`config.mk`:
```
export PLATFORM = sky130hd
export DESIGN_NAME = ex_hazard_ctrl
export DESIGN_NICKNAME = d
export VERILOG_FILES = /design/src/rtl/cpu_ctrl_pkg.sv /design/src/rtl/fwd_select.sv /design/src/rtl/ex_hazard_ctrl.sv
export SDC_FILE = /design/constraint.sdc
export NUM_CORES = 1
export LEC_CHECK = 0
export CORE_UTILIZATION = 42
export DETAILED_ROUTE_END_ITERATION = 10
export GPL_TIMING_DRIVEN = 0
export PLACE_DENSITY = 0.78
export SLEW_MARGIN = 20
export SYNTH_ARGS = -nofsm -noshare
export SYNTH_HDL_FRONTEND = slang
export SYNTH_SLANG_ARGS = --single-unit
```
`constraint.sdc`:
```
create_clock -name clk -period 1.8 [get_ports clk]
set_input_delay 0.36 -clock clk [delete_from_list [all_inputs] [get_ports clk]]
set_output_delay 0.36 -clock clk [all_outputs]
set_load 0.05 [all_outputs]
```
`src/rtl/cpu_ctrl_pkg.sv`:
```
// rtl/cpu_ctrl_pkg.sv - shared encodings and types for the EX-stage hazard controller
package cpu_ctrl_pkg;

  localparam logic [1:0] FWD_RF       = 2'b00;
  localparam logic [1:0] FWD_EX       = 2'b01;
  localparam logic [1:0] FWD_MEM_ALU  = 2'b10;
  localparam logic [1:0] FWD_MEM_DATA = 2'b11;

  typedef enum logic {
    RUN      = 1'b0,
    MDU_WAIT = 1'b1
  } state_e;

  typedef struct packed {
    logic [4:0] rd;
    logic       wreg;
    logic       mem2reg;
  } stage_t;

endpackage

```
`src/rtl/fwd_select.sv`:
```
// rtl/fwd_select.sv - per-operand forward source select from EX/MEM destination info
module fwd_select
  import cpu_ctrl_pkg::*;
(
  input  logic [4:0] src,
  input  logic       src_use,
  input  logic [4:0] ex_rd,
  input  logic       ex_wreg,
  input  logic       ex_mem2reg,
  input  logic [4:0] mem_rd,
  input  logic       mem_wreg,
  input  logic       mem_mem2reg,
  output logic [1:0] sel
);

  always_comb begin
    sel = FWD_RF;
    // A load in EX has no data yet, so it never wins; the load-use stall covers it.
    if (src_use && src != 5'd0) begin
      if (ex_wreg && !ex_mem2reg && ex_rd == src) begin
        sel = FWD_EX;
      end else if (mem_wreg && mem_rd == src) begin
        sel = mem_mem2reg ? FWD_MEM_DATA : FWD_MEM_ALU;
      end
    end
  end

endmodule

```
`src/rtl/ex_hazard_ctrl.sv`:
```
// rtl/ex_hazard_ctrl.sv - EX-stage hazard control: forwarding, load-use stall, MDU sequencing
module ex_hazard_ctrl
  import cpu_ctrl_pkg::*;
#(
  parameter int MDU_MAX_CYCLES = 64
) (
  input  logic       clk,
  input  logic       rst,
  input  logic       id_valid,
  input  logic [4:0] id_rs,
  input  logic [4:0] id_rt,
  input  logic       id_useRs,
  input  logic       id_useRt,
  input  logic [4:0] id_rd,
  input  logic       id_wreg,
  input  logic       id_mem2reg,
  input  logic       id_store,
  input  logic       id_mduOp,
  input  logic       mdu_done,
  output logic [1:0] fwdA,
  output logic [1:0] fwdB,
  output logic       ex_forward_memory,
  output logic       pcWriteEnable,
  output logic       ifidWriteEnable,
  output logic       idexWriteEnable,
  output logic       idexBubble,
  output logic       mdu_start,
  output logic       mdu_timeout
);

  localparam int CW = (MDU_MAX_CYCLES > 1) ? $clog2(MDU_MAX_CYCLES) : 1;

  // Index 0 = EX, 1 = MEM, 2 = WB.
  stage_t        trk_q [3];
  stage_t        trk_d [3];
  state_e        state_q, state_d;
  logic [CW-1:0] cnt_q, cnt_d;
  logic          mdu_start_q, mdu_start_d;
  logic          mdu_timeout_q, mdu_timeout_d;
  logic          efm_q, efm_d;
  logic          run;
  logic          load_use;

  fwd_select u_fwd_a (
    .src        (id_rs),
    .src_use    (id_useRs),
    .ex_rd      (trk_q[0].rd),
    .ex_wreg    (trk_q[0].wreg),
    .ex_mem2reg (trk_q[0].mem2reg),
    .mem_rd     (trk_q[1].rd),
    .mem_wreg   (trk_q[1].wreg),
    .mem_mem2reg(trk_q[1].mem2reg),
    .sel        (fwdA)
  );

  fwd_select u_fwd_b (
    .src        (id_rt),
    .src_use    (id_useRt),
    .ex_rd      (trk_q[0].rd),
    .ex_wreg    (trk_q[0].wreg),
    .ex_mem2reg (trk_q[0].mem2reg),
    .mem_rd     (trk_q[1].rd),
    .mem_wreg   (trk_q[1].wreg),
    .mem_mem2reg(trk_q[1].mem2reg),
    .sel        (fwdB)
  );

  always_comb begin
    run      = (state_q == RUN);
    // Store data on rt is fed later from MEM, so it does not count as a use here.
    load_use = run && trk_q[0].mem2reg && trk_q[0].rd != 5'd0 &&
               ((id_useRs && id_rs == trk_q[0].rd) ||
                (id_useRt && id_rt == trk_q[0].rd && !id_store));

    pcWriteEnable   = run && !load_use;
    ifidWriteEnable = run && !load_use;
    idexWriteEnable = run;
    idexBubble      = load_use;
  end

  always_comb begin
    state_d       = state_q;
    cnt_d         = cnt_q;
    mdu_start_d   = 1'b0;
    mdu_timeout_d = mdu_timeout_q;
    efm_d         = 1'b0;
    trk_d         = trk_q;

    if (run) begin
      if (id_valid && !load_use) begin
        trk_d[0] = '{rd: id_rd, wreg: id_wreg, mem2reg: id_mem2reg};
      end else begin
        trk_d[0] = '0;
      end
      trk_d[1] = trk_q[0];
      trk_d[2] = trk_q[1];

      efm_d = id_valid && id_store && !load_use && trk_q[0].wreg && trk_q[0].mem2reg &&
              trk_q[0].rd != 5'd0 && id_rt == trk_q[0].rd;

      if (id_valid && id_mduOp && !load_use) begin
        state_d     = MDU_WAIT;
        cnt_d       = '0;
        mdu_start_d = 1'b1;
      end
    end else begin
      // The MDU op stays parked in EX while bubbles drain down the pipe.
      trk_d[1] = '0;
      trk_d[2] = trk_q[1];
      cnt_d    = cnt_q + 1'b1;
      if (mdu_done) begin
        state_d = RUN;
      end else if (cnt_q == CW'(MDU_MAX_CYCLES - 1)) begin
        state_d       = RUN;
        mdu_timeout_d = 1'b1;
      end
    end
  end

  always_ff @(posedge clk) begin
    if (rst) begin
      state_q       <= RUN;
      cnt_q         <= '0;
      mdu_start_q   <= 1'b0;
      mdu_timeout_q <= 1'b0;
      efm_q         <= 1'b0;
      for (int i = 0; i < 3; i++) begin
        trk_q[i] <= '0;
      end
    end else begin
      state_q       <= state_d;
      cnt_q         <= cnt_d;
      mdu_start_q   <= mdu_start_d;
      mdu_timeout_q <= mdu_timeout_d;
      efm_q         <= efm_d;
      trk_q         <= trk_d;
    end
  end

  assign ex_forward_memory = efm_q;
  assign mdu_start         = mdu_start_q;
  assign mdu_timeout       = mdu_timeout_q;

endmodule

```
==> metrics.yaml, run 1 <==
status: "finished with violations"
violations: "DRC, setup timing"
start_util: 0.457
fmax_ghz: 0.438
crit_type: "flop to output pin"
die_w_um: 57.5
synth_top_area_frac: 0.371
synth_area_leaders: "dfxtp_1, xnor2_1, a32o_1"
dp.final_hpwl_mm: 2.37
hold_viol: 0
synthCells: 147
tns_ns: -2.73
synth-main-ff-cell: "dfxtp_1"
cp_common_cell: "buf_8"
vias: 1266
min_period_over_period: 1.27
worst-slew-pin-transition_ns: 0.708
fin_worst_skew_ns: 0.00577
ant_nets: 0
synth-edff-count: 0
total_power_mw: 1.09
routabilityCongestion: 0.852
period_needed_ns: 2.29
ys_types: 33
synth_area_sq_um: 1290
clkLatencyLatePin_ns: 0.31
portBuffers: 35
critPathArrivalTime_ns: 1.93
synth_top_area_cell: "dfxtp_1"
setup_viol: 15
place_area_sq_um: 1700
relSlewSlack: 0.526
root_buffer: "clkbuf_4"
cts_tree: "built"
path_max_fanout: 4
die_area_sq_um: 3310
htree_levels: 1
grt_pass1_vias: 1297
die_h_um: 57.5
rsz0062_at_grt: "yes"
p_leak_nw: 0.720
area_growth_pct: 48.8
synthArstFlopShare: 0
end_kind: "output pin"
ys_ff_latch: 24
cts_buffers: 3
core_sq_um: 2830
slew_violations: 0
num_rows: 19
p_per_area_nw_per_um2: 564
fill_cells: 235
io_pins: 36
ff2ff_path_depth: 8
clock_path_buffers: 2
cts.sinks: 24
first_iter_violations: 47
peakVddDrop_mv: 0.380
grt_max_degree: 14
critPathRequiredTime_ns: 1.44
synth_common_cells: "dfxtp_1, xnor2_1, nand2_1"
syn_area_per_cell_sq_um: 8.80
cp_slowest_cell: "or4_1"
pre_cts_ws_ns: -1.36
yosysSeqAreaShare: 0.371
drtPass1Iterations: 7
final-seq-area_sq_um: 492
clkSlewWorstSetupHoldPaths_ns: 0.13
design_area_sq_um: 1930
synthesis.nets: 173
fin_nets: 225
drive_above_1_share: 0.343
cp_slowest_stage_delay_ns: 0.52
grt_antenna_before_repair: 0
ys_warn_count: 0
setup_ws_ns: -0.485
hp-class: "flop to flop"
grt_overflow: 0
diodes: 0
multiInputGateArea_sq_um: 877
maxCapViolCount: 0
grt_use_total: 0.219
wire_per_inst_um: 14.8
drc: 4
routed_via_density: 5.53
cp-start-kind: "flop"
routed_wl_mm: 3.38
min_path_cells: 1
yosysMostFrequentCell: "dfxtp_1"
path_cells: "or4_1 -> o21a_2 -> o21ai_4 -> and2_4 -> buf_8 -> buf_8"
grt_pass1_wl_mm: 5.62
-- path summary, 6_finish.rpt --
path	from	to	slack [ns]
hold / removal	trk_q[15]	trk_q[8]	0.51
setup / recovery	trk_q[17]	pcWriteEnable	-0.49
setup reg to reg	trk_q[19]	trk_q[18]	-0.09
hold reg to reg	trk_q[15]	trk_q[8]	0.51
-- cell usage in the layout, fill, tap and decap left out, types with 3 or more instances in the layout --
cell             synthesis  routed
xnor2_1                 21      19
buf_6                    1       4
clkbuf_4                 0       4
o31ai_1                  3       3
nor3_1                   7       5
buf_4                    1      15
and2_1                  10       8
nor2_1                   8       3
buf_8                    0       4
nand4_1                  3       3
nor2_2                   0       4
a21oi_1                  7       7
clkdlybuf4s50_1          0      14
dfxtp_1                 24      19
buf_2                    1       6
dlygate4sd2_1            0       5
a32o_1                   7       7
and2_4                   0       3
nand3_1                  6       4
nand2_1                 14      13
dfxtp_2                  0       3
o21ai_4                  1       3
-- routing by layer --
metal / track usage / share of wire / vias to the layer above
met3: 0.0272 / 0.039 / 8
met5: 0 / 0 / -
met4: 0.111 / 0.020 / 0
met2: 0.405 / 0.54 / 31
met1: 0.242 / 0.40 / 601
li1: - / - / 626
-- sequential cells by signal, summed over array words and instances, names as in the netlist --
signal             flops
mdu_timeout            1
state_q                1
trk_q                 14
cnt_q                  6
ex_forward_memory      1
mdu_start              1
-- what timing repair did --
action / 4_1_cts / 5_1_grt
pin swaps: 14 / 4
endpoints found under the setup margin: 19 / 16
setup buffers: 11 / 2
hold buffers: 0 / 0
gates resized for setup: 115 / 11
hold endpoints to repair: 0 / 0
-- final cells by class --
cell class,instances,area share
multi-input cells,114,0.455
flip-flops and latches,24,0.255
repair buffers,48,0.225
plain buffers,6,0.0208
well taps,31,0.0201
clock buffers,4,0.0188
inverters,2,0.00390
-- per-stage QoR --
stage	instances	hold slack, ns	util
4_1_cts	228	0.506	0.672
6_report	229	0.508	0.681
3_3_place_gp	213	0.460	0.602
5_1_grt	229	0.527	0.681
3_5_place_dp	213	0.486	0.602
2_1_floorplan	147	0.451	-
-- critical path, delay by kind of cell, from the launching register on --
kind            cells  cell delay, ns
simple gates        2            0.70
flops               1            0.38
compound gates      2            0.32
buf+inv             2            0.22
-- cell families (layout without fill, tap and decap cells) --
group | Yosys count | count (layout) | synth area share
XOR/XNOR | 23 | 23 | 0.156
adder cells (fa/ha/maj) | 1 | 1 | 0.00967
AND/OR/NAND/NOR | 60 | 60 | 0.254
AO/OA/AOI/OAI | 30 | 30 | 0.173
buffers and inverters | 9 | 60 | 0.0358
flip-flops | 24 | 24 | 0.371
-- report_power, final --
part | total, mW | switching, mW | internal [mW] | leakage, nW
clock | 0.275 | 0.152 | 0.123 | 0.0210
sequential | 0.564 | 0.0167 | 0.547 | 0.198
combinational | 0.247 | 0.122 | 0.125 | 0.502
total | 1.09 | 0.290 | 0.796 | 0.720
Note: power is estimated with default switching activity, not from simulation.
==> run 2: changes to the inputs <==
Settings changed: CTS_CLUSTER_DIAMETER set to 60, PLACE_DENSITY 0.78 to 0.75.
Clock period 1.8 ns to 2.23 ns, I/O delays scaled along.
==> run 2 against run 1 <==
The run still ends with DRC, setup timing left. Clock skew is 0.0015 ns lower. Worst setup slack better by 0.35 ns. Critical endpoint unchanged. Largest cell class unchanged. Power is 19% lower. Hold slack worse by 0.010 ns. Via count is 0.47% higher. Highest routed layer unchanged. Register-to-register slack better by 0.55 ns.
==> metrics.yaml, run 2 (synthesis gave the netlist of run 1 again) <==
fill_cells: 227
drive_above_1_share: 0.309
layout_commonest_cell: "dfxtp_1"
die_area_sq_um: 3310
diodes: 0
ant_nets: 0
grt_use_total: 0.227
cts_buffers: 3
drtPass1Iterations: 7
core_sq_um: 2830
die_w_um: 57.5
status: "finished with violations"
clkLatencyLatePin_ns: 0.31
cts_hold_buf: 0
cts.sinks: 24
reg_top3: "trk_q: 14 flops, cnt_q: 6 flops"
worst-slew-pin-transition_ns: 0.671
grt_max_degree: 14
routed_wl_mm: 3.37
fin_worst_skew_ns: 0.00425
grt_overflow: 0
clock_path_buffers: 2
wire_per_inst_um: 15.0
cp-start-kind: "flop"
hp-start: "trk_q[15]"
portBuffers: 35
final_util: 0.674
fin_nets: 221
setup_viol: 3
fin_cells: 225
grt_pass1_vias: 1309
area_growth_pct: 47.4
hold_viol: 0
dp.final_hpwl_mm: 2.34
maxCapViolCount: 0
peakVddDrop_mv: 0.371
start_util: 0.457
critPathRequiredTime_ns: 1.78
relSlewSlack: 0.551
grt_antenna_before_repair: 0
routed_via_density: 5.65
slew_violations: 0
vias: 1272
fmax_ghz: 0.423
io_pins: 36
period_needed_ns: 2.36
final_cell_mix: "dfxtp_1, xnor2_1, clkdlybuf4s50_1"
p_leak_nw: 0.690
htree_levels: 1
crit_start: "trk_q[16]"
routabilityCongestion: 0.796
total_power_uw: 877
drc: 3
cts_tree: "built"
r2r-start: "trk_q[20]"
rsz0062_at_grt: "yes"
num_rows: 19
dp_cells: 213
path_max_fanout: 4
min_period_over_period: 1.06
hp-class: "flop to flop"
critPathArrivalTime_ns: 1.92
end_kind: "output pin"
timing.hold.ws_ns: 0.498
clkSlewWorstSetupHoldPaths_ns: 0.13
die_h_um: 57.5
violations: "DRC, setup timing"
largest_reg_flops: 14
crit_type: "flop to output pin"
p_per_area_nw_per_um2: 460
first_iter_violations: 41
grt_pass1_wl_mm: 5.86
root_buffer: "clkbuf_4"
top_register: "trk_q"
setup_ws_ns: -0.132
[run 2: cell types whose count changed in the layout (fill, tap and decap cells not counted), sizes merged]
| cell | delta |
|---|---|
| buf | -9 |
| clkbuf | +2 |
| clkdlybuf4s15 | +2 |
| clkdlybuf4s50 | +3 |
| dlygate4sd2 | -2 |
[run 2: final timing paths]
kind                                     endpoint  slack, ns  cells after the start
worst max-delay path                pcWriteEnable      -0.13                      6
worst min-delay path            ex_forward_memory       0.50                      2
worst max register to register           cnt_q[5]       0.46                      7
worst min register to register  ex_forward_memory       0.50                      2
[run 2: power by group]
part	switching, mW	internal, mW
sequential	0.0188	0.441
clock	0.127	0.0997
combinational	0.0919	0.0986
total	0.238	0.639
[run 2: cell type report]
cell class	count	area [sq um]	area share
Timing Repair Buffer	45	418	0.219
Sequential cell	24	498	0.261
Inverter	2	7.51	0.00394
Clock buffer	4	36.3	0.0190
Tap cell	31	38.8	0.0203
Buffer	5	28.8	0.0151
Multi-Input combinational cell	114	880	0.461
[run 2: metrics by stage]
stage          worst slack [ns]  setup TNS [ns]  cell area [sq um]
6_report                 -0.132          -0.328               1910
5_1_grt                  -0.219          -0.662               1910
4_1_cts                  -0.224          -0.611               1870
3_5_place_dp              -1.12           -6.92               1690
3_3_place_gp              -1.08           -6.48               1690
2_1_floorplan            0.0145               0               1300
[run 2: worst max-delay path, cell delays in order, from the launching register on]
cell     delay (ns)
dfxtp_4        0.38
or4_4          0.53
o21a_4         0.22
o21ai_4        0.07
and2_4         0.17
buf_6          0.09
buf_8          0.13
[run 2: routing by layer]
| layer | track usage | vias up | part of all wire |
|---|---|---|---|
| met4 | 0.101 | 0 | 0.029 |
| met1 | 0.291 | 600 | 0.45 |
| met2 | 0.379 | 41 | 0.47 |
| met5 | 0 | - | 0 |
| met3 | 0.0295 | 10 | 0.048 |
| li1 | - | 621 | - |
[run 2: repair_timing]
action | in CTS | in global routing
endpoints found under the setup margin | 8 | 8
setup buffers | 9 | 1
gates resized for setup | 90 | 22
pin swaps | 14 | 7
